[config.mk]
export PLATFORM = sky130hd
export DESIGN_NAME = diferential_rv_b4_flat
export DESIGN_NICKNAME = d
export VERILOG_FILES = /design/src/rtl/diferential_rv_b4_if.sv /design/src/rtl/diferential_rv_b4.sv /design/src/flat_wrapper.sv
export SDC_FILE = /design/constraint.sdc
export NUM_CORES = 1
export LEC_CHECK = 0
export BUFFER_PORTS_ARGS = -buffer_cell sky130_fd_sc_hd__buf_4
export CORE_MARGIN = 1.5
export CORE_UTILIZATION = 20
export DETAILED_ROUTE_END_ITERATION = 10
export GPL_ROUTABILITY_DRIVEN = 0
export GPL_TIMING_DRIVEN = 0
export PLACE_DENSITY_LB_ADDON = 0.15
export SYNTH_ARGS = -nofsm -noshare
export SYNTH_HDL_FRONTEND = slang
export SYNTH_SLANG_ARGS = --single-unit
[constraint.sdc]
create_clock -name bus_io_in -period 3 [get_ports bus_io_in]
set_input_delay 0.6 -clock bus_io_in [delete_from_list [all_inputs] [get_ports bus_io_in]]
set_output_delay 0.6 -clock bus_io_in [all_outputs]
set_load 0.01 [all_outputs]
[src/rtl/diferential_rv_b4_if.sv]
// Top-level tile bus for diferential_rv_b4: 8-bit input bus (clk, rst, unused bits)
// and 8-bit output bus (7-segment drive plus decimal point).
interface diferential_rv_b4_if;
   logic [7:0] io_in;
   logic [7:0] io_out;

   modport master (
      output io_in,
      input  io_out
   );

   modport slave (
      input  io_in,
      output io_out
   );
endinterface

[src/rtl/diferential_rv_b4.sv]
// diferential_rv_b4: 4-bit ADD datapath stepping two registers through the Fibonacci
// sequence mod 16. The newest value is shown on a 7-segment display, and the carry
// drives the decimal point.
// Optional feature macro: FAST_STEP_EN. When it is defined, the prescaler is removed
// and every non-reset edge performs a step.
module diferential_rv_b4 #(
   parameter int unsigned STEP_LOG2 = 10
) (
   diferential_rv_b4_if.slave bus
);

   logic       clk;
   logic       rst;
   logic       step;
   logic [3:0] ra;
   logic [3:0] rb;
   logic       cy;
   logic [4:0] sum;
   logic [6:0] seg;
   logic       unused_in;

   assign clk       = bus.io_in[0];
   assign rst       = bus.io_in[1];
   assign unused_in = ^bus.io_in[7:2];

`ifdef FAST_STEP_EN
   assign step = 1'b1;
`else
   logic [STEP_LOG2-1:0] pre;

   // Free-running prescaler; it restarts from zero on reset.
   always_ff @(posedge clk) begin
      if (rst) begin
         pre <= '0;
      end else begin
         pre <= pre + STEP_LOG2'(1);
      end
   end

   assign step = (pre == '1);
`endif

   assign sum = {1'b0, ra} + {1'b0, rb};

   // Datapath registers; reset takes priority over the step strobe.
   always_ff @(posedge clk) begin
      if (rst) begin
         ra <= 4'h0;
         rb <= 4'h1;
         cy <= 1'b0;
      end else if (step) begin
         ra <= rb;
         rb <= sum[3:0];
         cy <= sum[4];
      end
   end

   // Hex-to-7-segment decode of rb (bit0 = a ... bit6 = g).
   always_comb begin
      seg = 7'h00;
      unique case (rb)
         4'h0: seg = 7'h3F;
         4'h1: seg = 7'h06;
         4'h2: seg = 7'h5B;
         4'h3: seg = 7'h4F;
         4'h4: seg = 7'h66;
         4'h5: seg = 7'h6D;
         4'h6: seg = 7'h7D;
         4'h7: seg = 7'h07;
         4'h8: seg = 7'h7F;
         4'h9: seg = 7'h6F;
         4'hA: seg = 7'h77;
         4'hB: seg = 7'h7C;
         4'hC: seg = 7'h39;
         4'hD: seg = 7'h5E;
         4'hE: seg = 7'h79;
         4'hF: seg = 7'h71;
         default: seg = 7'h00;
      endcase
   end

   assign bus.io_out = {cy, seg};

endmodule

[src/flat_wrapper.sv]
// flat-port wrapper written by rule: the top's interface ports become plain ports
module diferential_rv_b4_flat 
#(
   parameter int unsigned STEP_LOG2 = 10
)
  (bus_io_in, bus_io_out);
  diferential_rv_b4_if bus_i ();
  input wire logic [$bits(bus_i.io_in)-1:0] bus_io_in;
  output wire logic [$bits(bus_i.io_out)-1:0] bus_io_out;
  assign bus_i.io_in = bus_io_in;
  assign bus_io_out = bus_i.io_out;
  diferential_rv_b4 #(.STEP_LOG2(STEP_LOG2)) u_core (.bus(bus_i));
endmodule
==> summary by stage <==
Outcome
The run finished with clean final reports.

Power and ir drop
The cell leakage power is 1.214 nW. The maximum ir drop on the vdd rail is 0.001045 V. Of the total power, the share spent switching nets is 33.56%.

The internal power of the cells is 3.054 mW. For this design the total switching power over the nets is 1.542 mW. Combinational cells account for 0% of the total power. The fraction of power consumed by the clock network is 91.6%.

The power density over the cells is 1753 mW/mm2. In this run, flip-flops and latches consume 8.4% of the power.

GRT
Global routing used 17.46% of the available tracks across all layers. The residual overflow from global routing is 0. Entering global routing, the biggest net connects 16 pins. The number of antenna violations at the first check in global routing was 0.

The first-pass GRT wire length is 8.901 mm. The via count of the first global-routing pass is 2177.

Worst setup path
The delay of the slowest critical-path stage is 0.35 ns. The worst register-to-register path ends at u_core.seg[3]. The most common cell type on the critical path is sky130_fd_sc_hd__clkbuf_8. Along the worst path, the maximum fanout reaches 4. The worst register-to-register path begins at u_core.pre[0]. The critical path goes through buf_8, buf_8, buf_4, o41ai_4, clkbuf_8, buf_4, clkbuf_8, nor3b_4, clkbuf_8, nor4_4. STA puts the critical path data required time at 3.17 ns.

The count of cells along the worst register-to-register path is 14. Data arrives at the worst endpoint at 3.08 ns. The critical path capture point type is a flop. STA classifies the critical path startpoint as a clock port.

The number of buffers and inverters on the critical path is 7. The largest individual stage delay along the critical path comes from the cell sky130_fd_sc_hd__o41ai_4. On the critical path the largest part of the delay comes from buffers and inverters. The reg2reg setup slack is 0.19 ns. The critical path is of the clock port to flop type.

Layout
The area added between synthesis and finish is 96.44%. The finished layout holds 306 standard cells, fillers aside. The top cell types in the final layout, fill and taps aside, are sky130_fd_sc_hd__clkbuf_8, sky130_fd_sc_hd__dfxtp_1, sky130_fd_sc_hd__buf_4, sky130_fd_sc_hd__nor2_1, sky130_fd_sc_hd__clkbuf_1.

The number of nets at the end of the flow is 234. The core occupancy in the finished layout is 41.07%. The repair_antennas step left the layout with diodes totalling 0. Cells with a size suffix above 1 make up 47.60% of the layout. The most common library cell in the layout ignoring fill and taps is sky130_fd_sc_hd__clkbuf_8.

CTS
TritonCTS built the clock tree. Hold repair after CTS inserted 0 buffers. The clock edge transition at the registers on the reported setup and hold paths is 0.11 ns. The insertion delay of the later-clocked pin in the worst-skew pair is 0.28 ns.

Place
The minimum setup slack after placement is 0.1860 ns. Counting tap cells, the placed design contains a total of 219 instances. The quantity of I/O buffers inserted on ports is 8. The wire-length estimate of the detail-placed layout is 1.966 mm.

Synth
The number of enable flip-flop cells after synthesis is 0. Synthesis produced a netlist with a net count of 155. After technology mapping, the gate count stands at 134. The yosys synthesis warning count is 0. The share of async-settable or async-resettable flops after synthesis is 0%.

The most instantiated flip-flop cell in the synthesis netlist is sky130_fd_sc_hd__dfxtp_1. The sequential share of the synthesized area is 38.99%. Synthesis inferred 26 register bits. The number of distinct standard cells referenced by the synthesized netlist is 39. The synthesized area per cell is 9.963 um2. The cell area that synthesis handed to floorplanning was 0.001335 mm2.

Run
Max-cap violations in this run came to 0.

Routing
The detailed-router iteration count before antenna repair is 4. The count of routing violations after the opening detailed-route iteration is 147. After detailed routing, the average wire length per cell comes to 15.97 um. The residual DRC count is 0.

The routed design has 4.887 mm of wire. The number of nets with antenna violations after routing is 0. The via count of the routed design is 1455. The number of vias per cell after detailed routing is 4.755.

Floorplanning
The die is 84.70 um tall. The die footprint is 0.007174 mm2. The top-level port count is 16. The site row count is 29. The total core area is 0.006386 mm2.

The starting density of the core is 20.91%. The die boundary width is 84.70 um.

Timing
After routing, the total negative slack on setup checks comes to 0 ns. The relative max-transition margin is 57.43%. The tightest hold path in the finished design has a slack of 0.3474 ns.

After layout, the worst setup slack is 0.09089 ns. The final hold violation count is 0. The final-report max-slew violation count is 0.

Setup violations remaining at the end of the flow were counted as 0. The post-route clock skew is 0.009266 ns. At the pin with the least slew margin, the transition time is 0.6329 ns.

Hold path
The path with the worst hold slack has its endpoint at u_core.pre[6]. The min-delay analysis places its worst path in the category clock port to flop. Along the worst hold path, the cell count comes to 6. The worst hold path begins at bus_io_in[1].
==> worst max path at each step <==
stage	startpoint	end	slack, ns	cells after the start
2_1_floorplan	bus_io_in[1]	u_core.seg[0]	0.19	7
3_3_place_gp	bus_io_in[1]	u_core.seg[0]	0.19	7
3_5_place_dp	bus_io_in[1]	u_core.seg[0]	0.19	7
4_1_cts	bus_io_in[1]	u_core.seg[0]	-0.02	11
5_1_grt	u_core.pre[0]	u_core.seg[3]	-0.003	14
6_report	bus_io_in[1]	u_core.seg[0]	0.09	10
==> state kept, by name (all words and copies together), names as in the netlist <==
name,flops
u_core.cy,1
u_core.rb,4
u_core.pre,10
u_core.ra,4
u_core.seg,7
==> power by group through the flow <==
stage	Clock (mW)	Combinational (mW)	Sequential (mW)
2_1_floorplan	0.757	0.000000179	0.397
4_1_cts	4.18	0.000000222	0.386
6_report	4.21	0.000000222	0.386
5_1_grt	4.56	0.000000222	0.386
3_5_place_dp	0.757	0.000000222	0.397
3_3_place_gp	0.757	0.000000222	0.397
==> worst min-delay path: stages <==
cell	delay, ns
sky130_fd_sc_hd__buf_8	0.08
sky130_fd_sc_hd__buf_8	0.09
sky130_fd_sc_hd__clkbuf_16	0.14
sky130_fd_sc_hd__buf_8	0.10
sky130_fd_sc_hd__clkbuf_8	0.13
sky130_fd_sc_hd__a21oi_1	0.04
==> layout make-up <==
class | count | area [um2]
Fill cell | 617 | 3764
Multi-Input combinational cell | 95 | 887.1
Clock buffer | 76 | 877.1
Sequential cell | 26 | 520.5
Clock inverter | 18 | 125.1
Tap cell | 77 | 96.34
Timing Repair Buffer | 8 | 60.06
Buffer | 5 | 52.55
Inverter | 1 | 3.754
==> cells in the mapped netlist, types with 2 or more instances <==
| master | number | share of area, % |
|---|---|---|
| sky130_fd_sc_hd__inv_1 | 7 | 2.0 |
| sky130_fd_sc_hd__nor3b_1 | 4 | 2.2 |
| sky130_fd_sc_hd__and3_1 | 2 | 0.94 |
| sky130_fd_sc_hd__or3_1 | 2 | 0.94 |
| sky130_fd_sc_hd__nor3_1 | 3 | 1.1 |
| sky130_fd_sc_hd__nand4_1 | 3 | 1.4 |
| sky130_fd_sc_hd__o21ai_0 | 2 | 0.75 |
| sky130_fd_sc_hd__nand2_1 | 2 | 0.56 |
| sky130_fd_sc_hd__and3b_1 | 3 | 2.0 |
| sky130_fd_sc_hd__xor2_1 | 5 | 3.3 |
| sky130_fd_sc_hd__a21oi_1 | 7 | 2.6 |
| sky130_fd_sc_hd__buf_2 | 2 | 0.75 |
| sky130_fd_sc_hd__dfxtp_1 | 26 | 39 |
| sky130_fd_sc_hd__ha_1 | 12 | 11 |
| sky130_fd_sc_hd__xnor2_1 | 2 | 1.3 |
| sky130_fd_sc_hd__nor2_1 | 17 | 4.8 |
| sky130_fd_sc_hd__mux2i_1 | 7 | 5.2 |
| sky130_fd_sc_hd__nand3_1 | 4 | 1.5 |
| sky130_fd_sc_hd__mux2_2 | 3 | 2.5 |
| sky130_fd_sc_hd__and4_1 | 2 | 1.3 |
==> per-layer routing <==
metal	share of wire (%)	vias up	track usage, %
met3	12	41	21.73
met5	0	-	2.797
li1	-	638	-
met2	45	110	16.52
met1	37	666	12.11
met4	6.3	0	29.18
==> timing repair <==
item                       4_1_cts  5_1_grt
setup endpoints to repair        8        6
gates resized for setup         41       10
pin swaps                       14        5
buffers inserted                14        0
==> logic make-up after synthesis <==
| group | share of synthesized area (%) |
|---|---|
| compound gates | 8.998 |
| xor+xnor | 4.592 |
| fa+ha+maj | 12.75 |
| buf+inv | 4.686 |
| flops | 38.99 |
| mux | 7.779 |
| simple gates | 22.21 |
==> through the flow <==
stage	power [mW]	area [um2]
finish	4.597	2623
global route	4.944	2623
CTS	4.568	2613
detailed placement	1.155	1491
global placement	1.155	1491
floorplan	1.155	1335
Note: power is estimated with default switching activity, not from simulation.
